<file path="config.mk">
export PLATFORM = sky130hd
export DESIGN_NAME = cmprs_tile_mode_seq
export DESIGN_NICKNAME = d
export VERILOG_FILES = /design/src/rtl/cmprs_tile_mode_seq.sv
export SDC_FILE = /design/constraint.sdc
export NUM_CORES = 1
export LEC_CHECK = 0
export BUFFER_PORTS_ARGS = -buffer_cell sky130_fd_sc_hd__buf_2
export CORE_MARGIN = 2
export CORE_UTILIZATION = 59
export DETAILED_ROUTE_END_ITERATION = 7
export GPL_TIMING_DRIVEN = 0
export PLACE_DENSITY = 0.83
export SLEW_MARGIN = 10
export SYNTH_ARGS = -nofsm -noshare
export SYNTH_HDL_FRONTEND = slang
export SYNTH_SLANG_ARGS = --single-unit
</file>
<file path="constraint.sdc">
create_clock -name mclk -period 1.9 [get_ports mclk]
set_clock_uncertainty 0.1 [all_clocks]
set_input_delay 0 -clock mclk [delete_from_list [all_inputs] [get_ports mclk]]
set_output_delay 0 -clock mclk [all_outputs]
set_load 0.1 [all_outputs]
</file>
<file path="src/rtl/cmprs_tile_mode_seq.sv">
// cmprs_tile_mode_seq: frame-synchronised, multi-channel compressor tile-mode
// sequencer. Each channel holds a pending and an active (type, width_m1,
// height_m1) set. Pending settings move to active only on that channel's
// frame_start. A two-stage read pipeline returns decoded macroblock/tile
// geometry and macroblock column/row counts for a requested channel.
//
// Optional build macro: CMPRS_TILE_MODE_STATUS_EN adds the pending_st and
// applied status outputs. Core behaviour is the same with or without it.
//
// Handshake: rd_req is accepted on every cycle it is high; there is no
// backpressure. rd_valid is high for exactly one cycle per request, two
// cycles after the request. The geometry fields are meaningful only while
// rd_valid=1 and keep their last values while rd_valid=0.
module cmprs_tile_mode_seq #(
    parameter int         NUM_CHN       = 4,
    parameter int         CHN_BITS      = 2,
    parameter int         FRAME_BITS    = 13,
    parameter logic [2:0] CMPRS_COLOR18 = 3'd0,
    parameter logic [2:0] CMPRS_COLOR20 = 3'd1,
    parameter logic [2:0] CMPRS_MONO16  = 3'd2,
    parameter logic [2:0] CMPRS_JP4     = 3'd3,
    parameter logic [2:0] CMPRS_JP4DIFF = 3'd4,
    parameter logic [2:0] CMPRS_MONO8   = 3'd7
) (
    input  logic                  mclk,
    input  logic                  mrst_n,
    input  logic                  set_mode,
    input  logic [CHN_BITS-1:0]   set_chn,
    input  logic [2:0]            set_type,
    input  logic [FRAME_BITS-1:0] set_width_m1,
    input  logic [FRAME_BITS-1:0] set_height_m1,
    input  logic [NUM_CHN-1:0]    frame_start,
    input  logic                  rd_req,
    input  logic [CHN_BITS-1:0]   rd_chn,
    output logic                  rd_valid,
    output logic [5:0]            mb_w_m1,
    output logic [5:0]            mb_h_m1,
    output logic [4:0]            mb_hper,
    output logic [1:0]            tile_width,
    output logic                  tile_col_width,
    output logic [FRAME_BITS-1:0] mb_cols_m1,
    output logic [FRAME_BITS-1:0] mb_rows_m1,
    output logic                  cmd_err
`ifdef CMPRS_TILE_MODE_STATUS_EN
    ,
    output logic [NUM_CHN-1:0]    pending_st,
    output logic [NUM_CHN-1:0]    applied
`endif
);

    // Per-channel pending (written by control) and active (used by readers) sets.
    logic [NUM_CHN-1:0]    pending;
    logic [2:0]            pend_type [NUM_CHN];
    logic [FRAME_BITS-1:0] pend_w    [NUM_CHN];
    logic [FRAME_BITS-1:0] pend_h    [NUM_CHN];
    logic [2:0]            act_type  [NUM_CHN];
    logic [FRAME_BITS-1:0] act_w     [NUM_CHN];
    logic [FRAME_BITS-1:0] act_h     [NUM_CHN];

    logic type_ok;
    logic set_chn_ok;
    logic rd_chn_ok;

    // Read pipeline stage 1 holds a snapshot of the requested channel's active set.
    logic                  s1_valid;
    logic [2:0]            s1_type;
    logic [FRAME_BITS-1:0] s1_w;
    logic [FRAME_BITS-1:0] s1_h;

    // Decoded geometry for the stage 1 snapshot.
    logic [5:0]            dec_w_m1;
    logic [5:0]            dec_h_m1;
    logic [4:0]            dec_hper;
    logic [1:0]            dec_tile_width;
    logic                  dec_col_width;
    logic                  dec_mb8;
    logic [FRAME_BITS-1:0] dec_cols_m1;
    logic [FRAME_BITS-1:0] dec_rows_m1;

    // Out-of-range channel indices only exist when NUM_CHN is not a power of two.
    assign set_chn_ok = ({1'b0, set_chn} < (CHN_BITS+1)'(NUM_CHN));
    assign rd_chn_ok  = ({1'b0, rd_chn}  < (CHN_BITS+1)'(NUM_CHN));

    // Classify the written converter type as supported or not.
    always_comb begin
        type_ok = 1'b0;
        case (set_type)
            CMPRS_COLOR18, CMPRS_COLOR20, CMPRS_MONO16,
            CMPRS_JP4, CMPRS_JP4DIFF, CMPRS_MONO8: type_ok = 1'b1;
            default:                               type_ok = 1'b0;
        endcase
    end

    // Pending writes and frame-start apply. The apply reads the pending set from
    // before this edge, so a same-cycle write becomes the next pending value.
    always_ff @(posedge mclk or negedge mrst_n) begin
        if (!mrst_n) begin
            pending <= '0;
            for (int i = 0; i < NUM_CHN; i++) begin
                pend_type[i] <= CMPRS_COLOR18;
                pend_w[i]    <= '0;
                pend_h[i]    <= '0;
                act_type[i]  <= CMPRS_COLOR18;
                act_w[i]     <= '0;
                act_h[i]     <= '0;
            end
        end else begin
            for (int i = 0; i < NUM_CHN; i++) begin
                if (frame_start[i] && pending[i]) begin
                    act_type[i] <= pend_type[i];
                    act_w[i]    <= pend_w[i];
                    act_h[i]    <= pend_h[i];
                    pending[i]  <= 1'b0;
                end
                if (set_mode && set_chn_ok && type_ok && (set_chn == CHN_BITS'(i))) begin
                    pend_type[i] <= set_type;
                    pend_w[i]    <= set_width_m1;
                    pend_h[i]    <= set_height_m1;
                    pending[i]   <= 1'b1;
                end
            end
        end
    end

    // Sticky error: set by an unsupported type, cleared by the next supported write.
    always_ff @(posedge mclk or negedge mrst_n) begin
        if (!mrst_n) begin
            cmd_err <= 1'b0;
        end else if (set_mode && set_chn_ok) begin
            cmd_err <= !type_ok;
        end
    end

    // Stage 1: capture the active set of rd_chn as it was before this edge.
    always_ff @(posedge mclk or negedge mrst_n) begin
        if (!mrst_n) begin
            s1_valid <= 1'b0;
            s1_type  <= CMPRS_COLOR18;
            s1_w     <= '0;
            s1_h     <= '0;
        end else begin
            s1_valid <= rd_req;
            if (rd_req) begin
                if (rd_chn_ok) begin
                    s1_type <= act_type[rd_chn];
                    s1_w    <= act_w[rd_chn];
                    s1_h    <= act_h[rd_chn];
                end else begin
                    s1_type <= CMPRS_COLOR18;
                    s1_w    <= '0;
                    s1_h    <= '0;
                end
            end
        end
    end

    // Decode converter type into macroblock/tile geometry; counts use the period only.
    always_comb begin
        dec_w_m1       = 6'd17;
        dec_h_m1       = 6'd17;
        dec_hper       = 5'd16;
        dec_tile_width = 2'd1;
        dec_col_width  = 1'b1;
        dec_mb8        = 1'b0;
        case (s1_type)
            CMPRS_COLOR20: begin
                dec_w_m1 = 6'd19;
                dec_h_m1 = 6'd19;
            end
            CMPRS_MONO16, CMPRS_JP4, CMPRS_JP4DIFF: begin
                dec_w_m1       = 6'd15;
                dec_h_m1       = 6'd15;
                dec_tile_width = 2'd2;
            end
            CMPRS_MONO8: begin
                dec_w_m1       = 6'd7;
                dec_h_m1       = 6'd7;
                dec_hper       = 5'd8;
                dec_tile_width = 2'd3;
                dec_mb8        = 1'b1;
            end
            default: ;
        endcase
        dec_cols_m1 = dec_mb8 ? (s1_w >> 3) : (s1_w >> 4);
        dec_rows_m1 = dec_mb8 ? (s1_h >> 3) : (s1_h >> 4);
    end

    // Stage 2: register decoded outputs; they hold while no result is presented.
    always_ff @(posedge mclk or negedge mrst_n) begin
        if (!mrst_n) begin
            rd_valid       <= 1'b0;
            mb_w_m1        <= '0;
            mb_h_m1        <= '0;
            mb_hper        <= '0;
            tile_width     <= '0;
            tile_col_width <= 1'b0;
            mb_cols_m1     <= '0;
            mb_rows_m1     <= '0;
        end else begin
            rd_valid <= s1_valid;
            if (s1_valid) begin
                mb_w_m1        <= dec_w_m1;
                mb_h_m1        <= dec_h_m1;
                mb_hper        <= dec_hper;
                tile_width     <= dec_tile_width;
                tile_col_width <= dec_col_width;
                mb_cols_m1     <= dec_cols_m1;
                mb_rows_m1     <= dec_rows_m1;
            end
        end
    end

`ifdef CMPRS_TILE_MODE_STATUS_EN
    assign pending_st = pending;

    // One-cycle pulse on the clock after a channel applies its pending set.
    always_ff @(posedge mclk or negedge mrst_n) begin
        if (!mrst_n) begin
            applied <= '0;
        end else begin
            applied <= frame_start & pending;
        end
    end
`endif

endmodule

</file>
Yosys cells after proc, flatten, opt, wreduce, memory -nomap -nowiden

Cells that the tools add are included.

Bits in registers: 308
Bits of input ports: 41
Logic and storage cells: 97

Magnitude comparators: 1
Eq/ne operators: 13
Muxes and demuxes: 24
Bitwise logic cells: 1
Reductions and logical operators: 18

Operators with widths:

| cell                                                            | count |
|---|---|
| 13-bit binary-select mux with 2-bit select                      | 2 |
| 13-bit two-way mux                                              | 4 |
| 10-bit two-way mux                                              | 2 |
| 5-bit one-hot mux with 3 select lines                           | 1 |
| 3-bit by 2-bit == test with 1-bit output, second input constant | 4 |
| 3-bit == test, second input constant                            | 4 |
| 1-bit two-way mux                                               | 10 |
| 1-bit logical AND                                               | 9 |
| 2-bit nonzero test                                              | 4 |
| 3-bit binary-select mux with 2-bit select                       | 1 |
| 3-bit by 1-bit == test with 1-bit output, second input constant | 2 |
| 3-bit two-way mux                                               | 2 |
| 6-bit OR reduction                                              | 1 |
| 5-bit two-way mux                                               | 1 |
| 2-bit == test, second input constant                            | 2 |
| 2-bit one-hot mux with 2 select lines                           | 1 |
| 3-bit greater-or-equal comparator, second input constant        | 1 |
| 3-bit zero test                                                 | 1 |
| 2-bit inverter with 3-bit output                                | 1 |
| 3-bit OR reduction                                              | 1 |
| 2-bit by 1-bit == test with 1-bit output, second input constant | 1 |
| 2-bit zero test                                                 | 1 |
| 1-bit zero test                                                 | 1 |

Depth between registers and ports, before layout

Depth in word-level cells: 6
Mapped depth: 5

Worst setup path after synthesis

Ideal clock, no wire load.

Path kind: register to register
Start: register s1_type[0]
End: register mb_cols_m1[8]
Arrival: 1.367 ns
Data required time: 1.732 ns
Slack: 0.364 ns
Cell stages (with the launch flop): 4
Buffers on the path: 1
Period minus slack after synthesis: 1.536 ns
Path through: dfrtp_1 > a31oi_1 > clkbuf_1 > a221o_1

Word-level cells in the longest chain between the ends: 3

RTL lines:

| what                   | RTL line | text |
|---|---|---|
| from (decl)            | 66       | `logic [2:0] s1_type;` |
| from (signal assigned) | 145      | `s1_type <= act_type[rd_chn];` |
| 3-bit == test          | 165      | `case (s1_type)` |
| 1-bit two-way mux      | 165      |  |
| 10-bit two-way mux     | 184      | `dec_cols_m1 = dec_mb8 ? (s1_w >> 3) : (s1_w >> 4);` |
| to (signal assigned)   | 207      | `mb_cols_m1 <= dec_cols_m1;` |
| to (decl)              | 41       | `output logic [FRAME_BITS-1:0] mb_cols_m1,` |

No other way between the ends.
A chain may end at the register's enable or synchronous reset.

Worst setup path after layout

Start: register pending[1]
End: register act_h[32] (netlist name)

Word-level cells in the longest chain between the ends: 1

RTL lines:

| what                              | RTL line | text |
|---|---|---|
| from (decl)                       | 52       | `logic [NUM_CHN-1:0] pending;` |
| from (signal assigned)            | 98       | `pending <= '0;` |
| from (signal, indexed assignment) | 113      | `pending[i] <= 1'b0;` |
| from (signal, indexed assignment) | 119      | `pending[i] <= 1'b1;` |
| 1-bit logical AND                 | 109      | `if (frame_start[i] && pending[i]) begin` |
| to (signal, indexed assignment)   | 112      | `act_h[i] <= pend_h[i];` |
| to (decl)                         | 58       | `logic [FRAME_BITS-1:0] act_h [NUM_CHN];` |

No other way between the ends.

==> flow_summary_export.csv <==
group,metric,value,unit
die,coreArea,17200,um2
synthesis,yosys_warnings,0,
synthesis,synth_seq_cells,243,
global_routing,antenna_found_initial,0,
power,p_leak,0.00567,uW
route,dr.first_iter.drc_count,419,
route,avgRoutedWirePerCell,21.3,um
synthesis,yosys-top-cells-area,"dfrtp_1, mux2_2, mux2_4",
global_routing,gr-total-overflow,0,
power,ir_drop,1100,uV
power,switchingPower,6200,uW
die,start_util,59.9,%
timing,period_minus_slack,1.85,ns
worst_setup_path,worstSetupEndpointType,"flip-flop",
outcome,status,"complete, no violations",
global_routing,grt_pass1_wl,36300,um
clocking,cts_buffers,24,
clocking,cts_tree,"built",
synthesis,ys_types,33,
synthesis,async_flop_share,100,%
cells_and_area,final_net_count,872,
worst_setup_path,worstPathMaxFanout,10,
synthesis,synth_top_area_share,59.1,%
die,die_h,136,um
timing,fin_crit_sh,97.3,%
hold_path,hold_path.class,"in -> async",
synthesis,synth_largest_area_cell,"dfrtp_1",
synthesis,avgSynthCellArea,15.0,um2
global_routing,grtUsageTotal,25.5,%
power,p_per_area,1480,nW/um2
clocking,clock_latency,0.51,ns
cells_and_area,drive_gt1_share,41.5,%
synthesis,syn_area,10300,um2
global_routing,grt_pass1_vias,6648,
synthesis,muxShareOfSynthArea,27.5,%
power,internal-power,11800,uW
synthesis,synthAdderAreaFrac,0,%
route,vias_per_cell,5.73,
synthesis,synth_ff_type,"dfrtp_1",
synthesis,synthTopCellsByCount,"dfrtp_1, mux2_2, mux2_4",
route,ant_nets,0,
worst_setup_path,cp_data_required_time,2.19,ns
timing,slew_violations,0,
synthesis,synthXorXnorAreaFrac,0.438,%
synthesis,synth_top_family_by_area,"multiplexers",
timing,hold_violations,0,
power,clkPwrFrac,25.4,%
synthesis,synth_compound_area_share,5.90,%
timing,worstMarginPinSlew,0.846,ns
synthesis,synth.most_common_cell,"dfrtp_1",
worst_setup_path,critical-path-slowest-cell,"buf_1",
power,swShare,34.5,%
global_routing,grt_max_degree,127,
cells_and_area,area_delta_synth_final,18.3,%
timing,fmax,541,MHz
cells_and_area,diodes,0,
clocking,clock_path_buffers,3,
route,wirelength,22800,um
synthesis,synthSimpleGateAreaFrac,3.60,%
placement,port_buffers,69,
power,seq_power_share,44.5,%
clocking,post_cts_buffers,0,
worst_setup_path,crit_type,"reg -> reg",
run,maxCapViolCount,0,
die,pin_count,89,
synthesis,synth_edf_count,0,
clocking,htreeDepth,1,
worst_setup_path,setup.worst_path.start_class,"flip-flop",
route,dr.pass1.iters,5,
cells_and_area,utilization,70.9,%
worst_setup_path,max_stage_delay,0.63,ns
timing,final.setup.tns,0,ns
route,drc_errors,0,
timing,relSlewSlack,43.6,%
route,vias,6130,
clocking,cts-root-buf,"clkbuf_16",
die,rows,48,
synthesis,synthCells,684,
die,die_w,136,um
placement,globalplace.congestion,0.849,
timing,setup_violations,0,
worst_setup_path,crit_arrival,2.14,ns
power,p_comb_share,30.1,%
synthesis,yosysSeqAreaShare,59.1,%
clocking,cts_num_sinks,243,
clocking,path_clk_slew,0.06,ns
placement,dp_hpwl,14500,um
die,die_area,18500,um2
worst_setup_path,worstPathCellList,"nand2_1, buf_1, mux2_2",
timing,grt_setup_unrepaired,"false",
[power groups by stage]
stage          Combinational [uW]  Sequential (uW)  Clock, uW
4_1_cts                      5410             7960       4600
3_3_place_gp                 5060             7830          0
2_1_floorplan                2850             9130          0
5_1_grt                      5690             8160       4830
3_5_place_dp                 5270             8000          0
6_report                     5400             8000       4570
[area by class of cell]
type / count / area [um2]
sequential: 243 / 6080
fill: 1108 / 5000
multi-input combinational: 392 / 3900
timing repair buffer: 111 / 796
clock buffer: 35 / 703
buffer: 51 / 327
tap: 225 / 282
clock inverter: 5 / 50.0
inverter: 8 / 30.0
[sequential cells by signal, indices dropped and copies added, names as in the netlist, 5 cells and up]
register and flops:
act_h 40, act_w 40, pend_h 40, pend_w 40, act_type 12, pend_type 12
mb_cols_m1 10, mb_rows_m1 10, s1_h 10, s1_w 10, mb_h_m1 5
[worst max-delay path: cells and delay by family, from the launching register on]
family / cells / cell delay [ns]
mux: 1 / 0.43
flops: 1 / 0.39
buf+inv: 1 / 0.63
simple gates: 1 / 0.18
[what timing repair did]
action,CTS,global route
gates resized for setup,2,5
cloned,0,0
setup endpoints to repair,10,24
hold buffers,42,0
pin swaps,0,0
hold endpoints to repair,234,0
[through the flow]
step	hold WS [ns]	cell area, um2	power, uW	setup WS, ns	instances
floorplan	-0.396	10300	12000	0.364	694
CTS	0.0928	12200	18000	0.00521	1071
detailed placement	0.0359	11000	13300	-0.193	989
finish	0.0556	12200	18000	0.0510	1070
global route	0.157	12200	18700	0.00411	1070
global placement	0.106	11000	12900	-3.03	988
[cells in the final DEF (no fill, tap or decap), types with 8 or more instances in the layout]
cell | synthesis | layout
dfrtp_1 | 243 | 243
mux2_2 | 129 | 129
mux2_4 | 76 | 76
buf_2 | 5 | 73
dlygate4sd3_1 | 0 | 40
nor2b_1 | 25 | 25
clkbuf_16 | 0 | 25
mux2i_1 | 24 | 24
a21oi_1 | 24 | 24
o21ai_0 | 24 | 24
and2_1 | 18 | 18
a221o_1 | 18 | 18
clkbuf_1 | 12 | 17
buf_4 | 17 | 17
conb_1 | 1 | 11
buf_6 | 8 | 8
inv_1 | 8 | 8
nor2_1 | 8 | 8
[cells by family after synthesis]
kind of cell | after synthesis
mux | 229
buf+inv | 59
other cells | 1
simple gates | 64
xor+xnor | 3
flops | 243
compound gates | 85
[final timing paths]
check,to,cells after the start,slack (ns),start
max,act_h[32]$_DFFE_PN0P_,3,0.05,pending[1]$_DFFE_PN0P_
min,pend_h[5]$_DFFE_PN0P_,2,0.06,mrst_n
max reg2reg,act_h[32]$_DFFE_PN0P_,3,0.05,pending[1]$_DFFE_PN0P_
min reg2reg,rd_valid$_DFF_PN0_,0,0.37,s1_valid$_DFF_PN0_
max in group asynchronous,pend_w[11]$_DFFE_PN0P_,3,0.58,mrst_n
min in group mclk,pend_type[7]$_DFFE_PN0P_,4,0.20,set_type[1]
[routing by layer]
metal,GRT usage (%),wire (um),up-vias
met5,0,0,-
met4,7.70,442,0
met3,3.39,1180,44
met2,43.7,11700,218
met1,34.1,9480,3176
li1,-,-,2692
No activity file was read; power rests on OpenSTA's default activity.
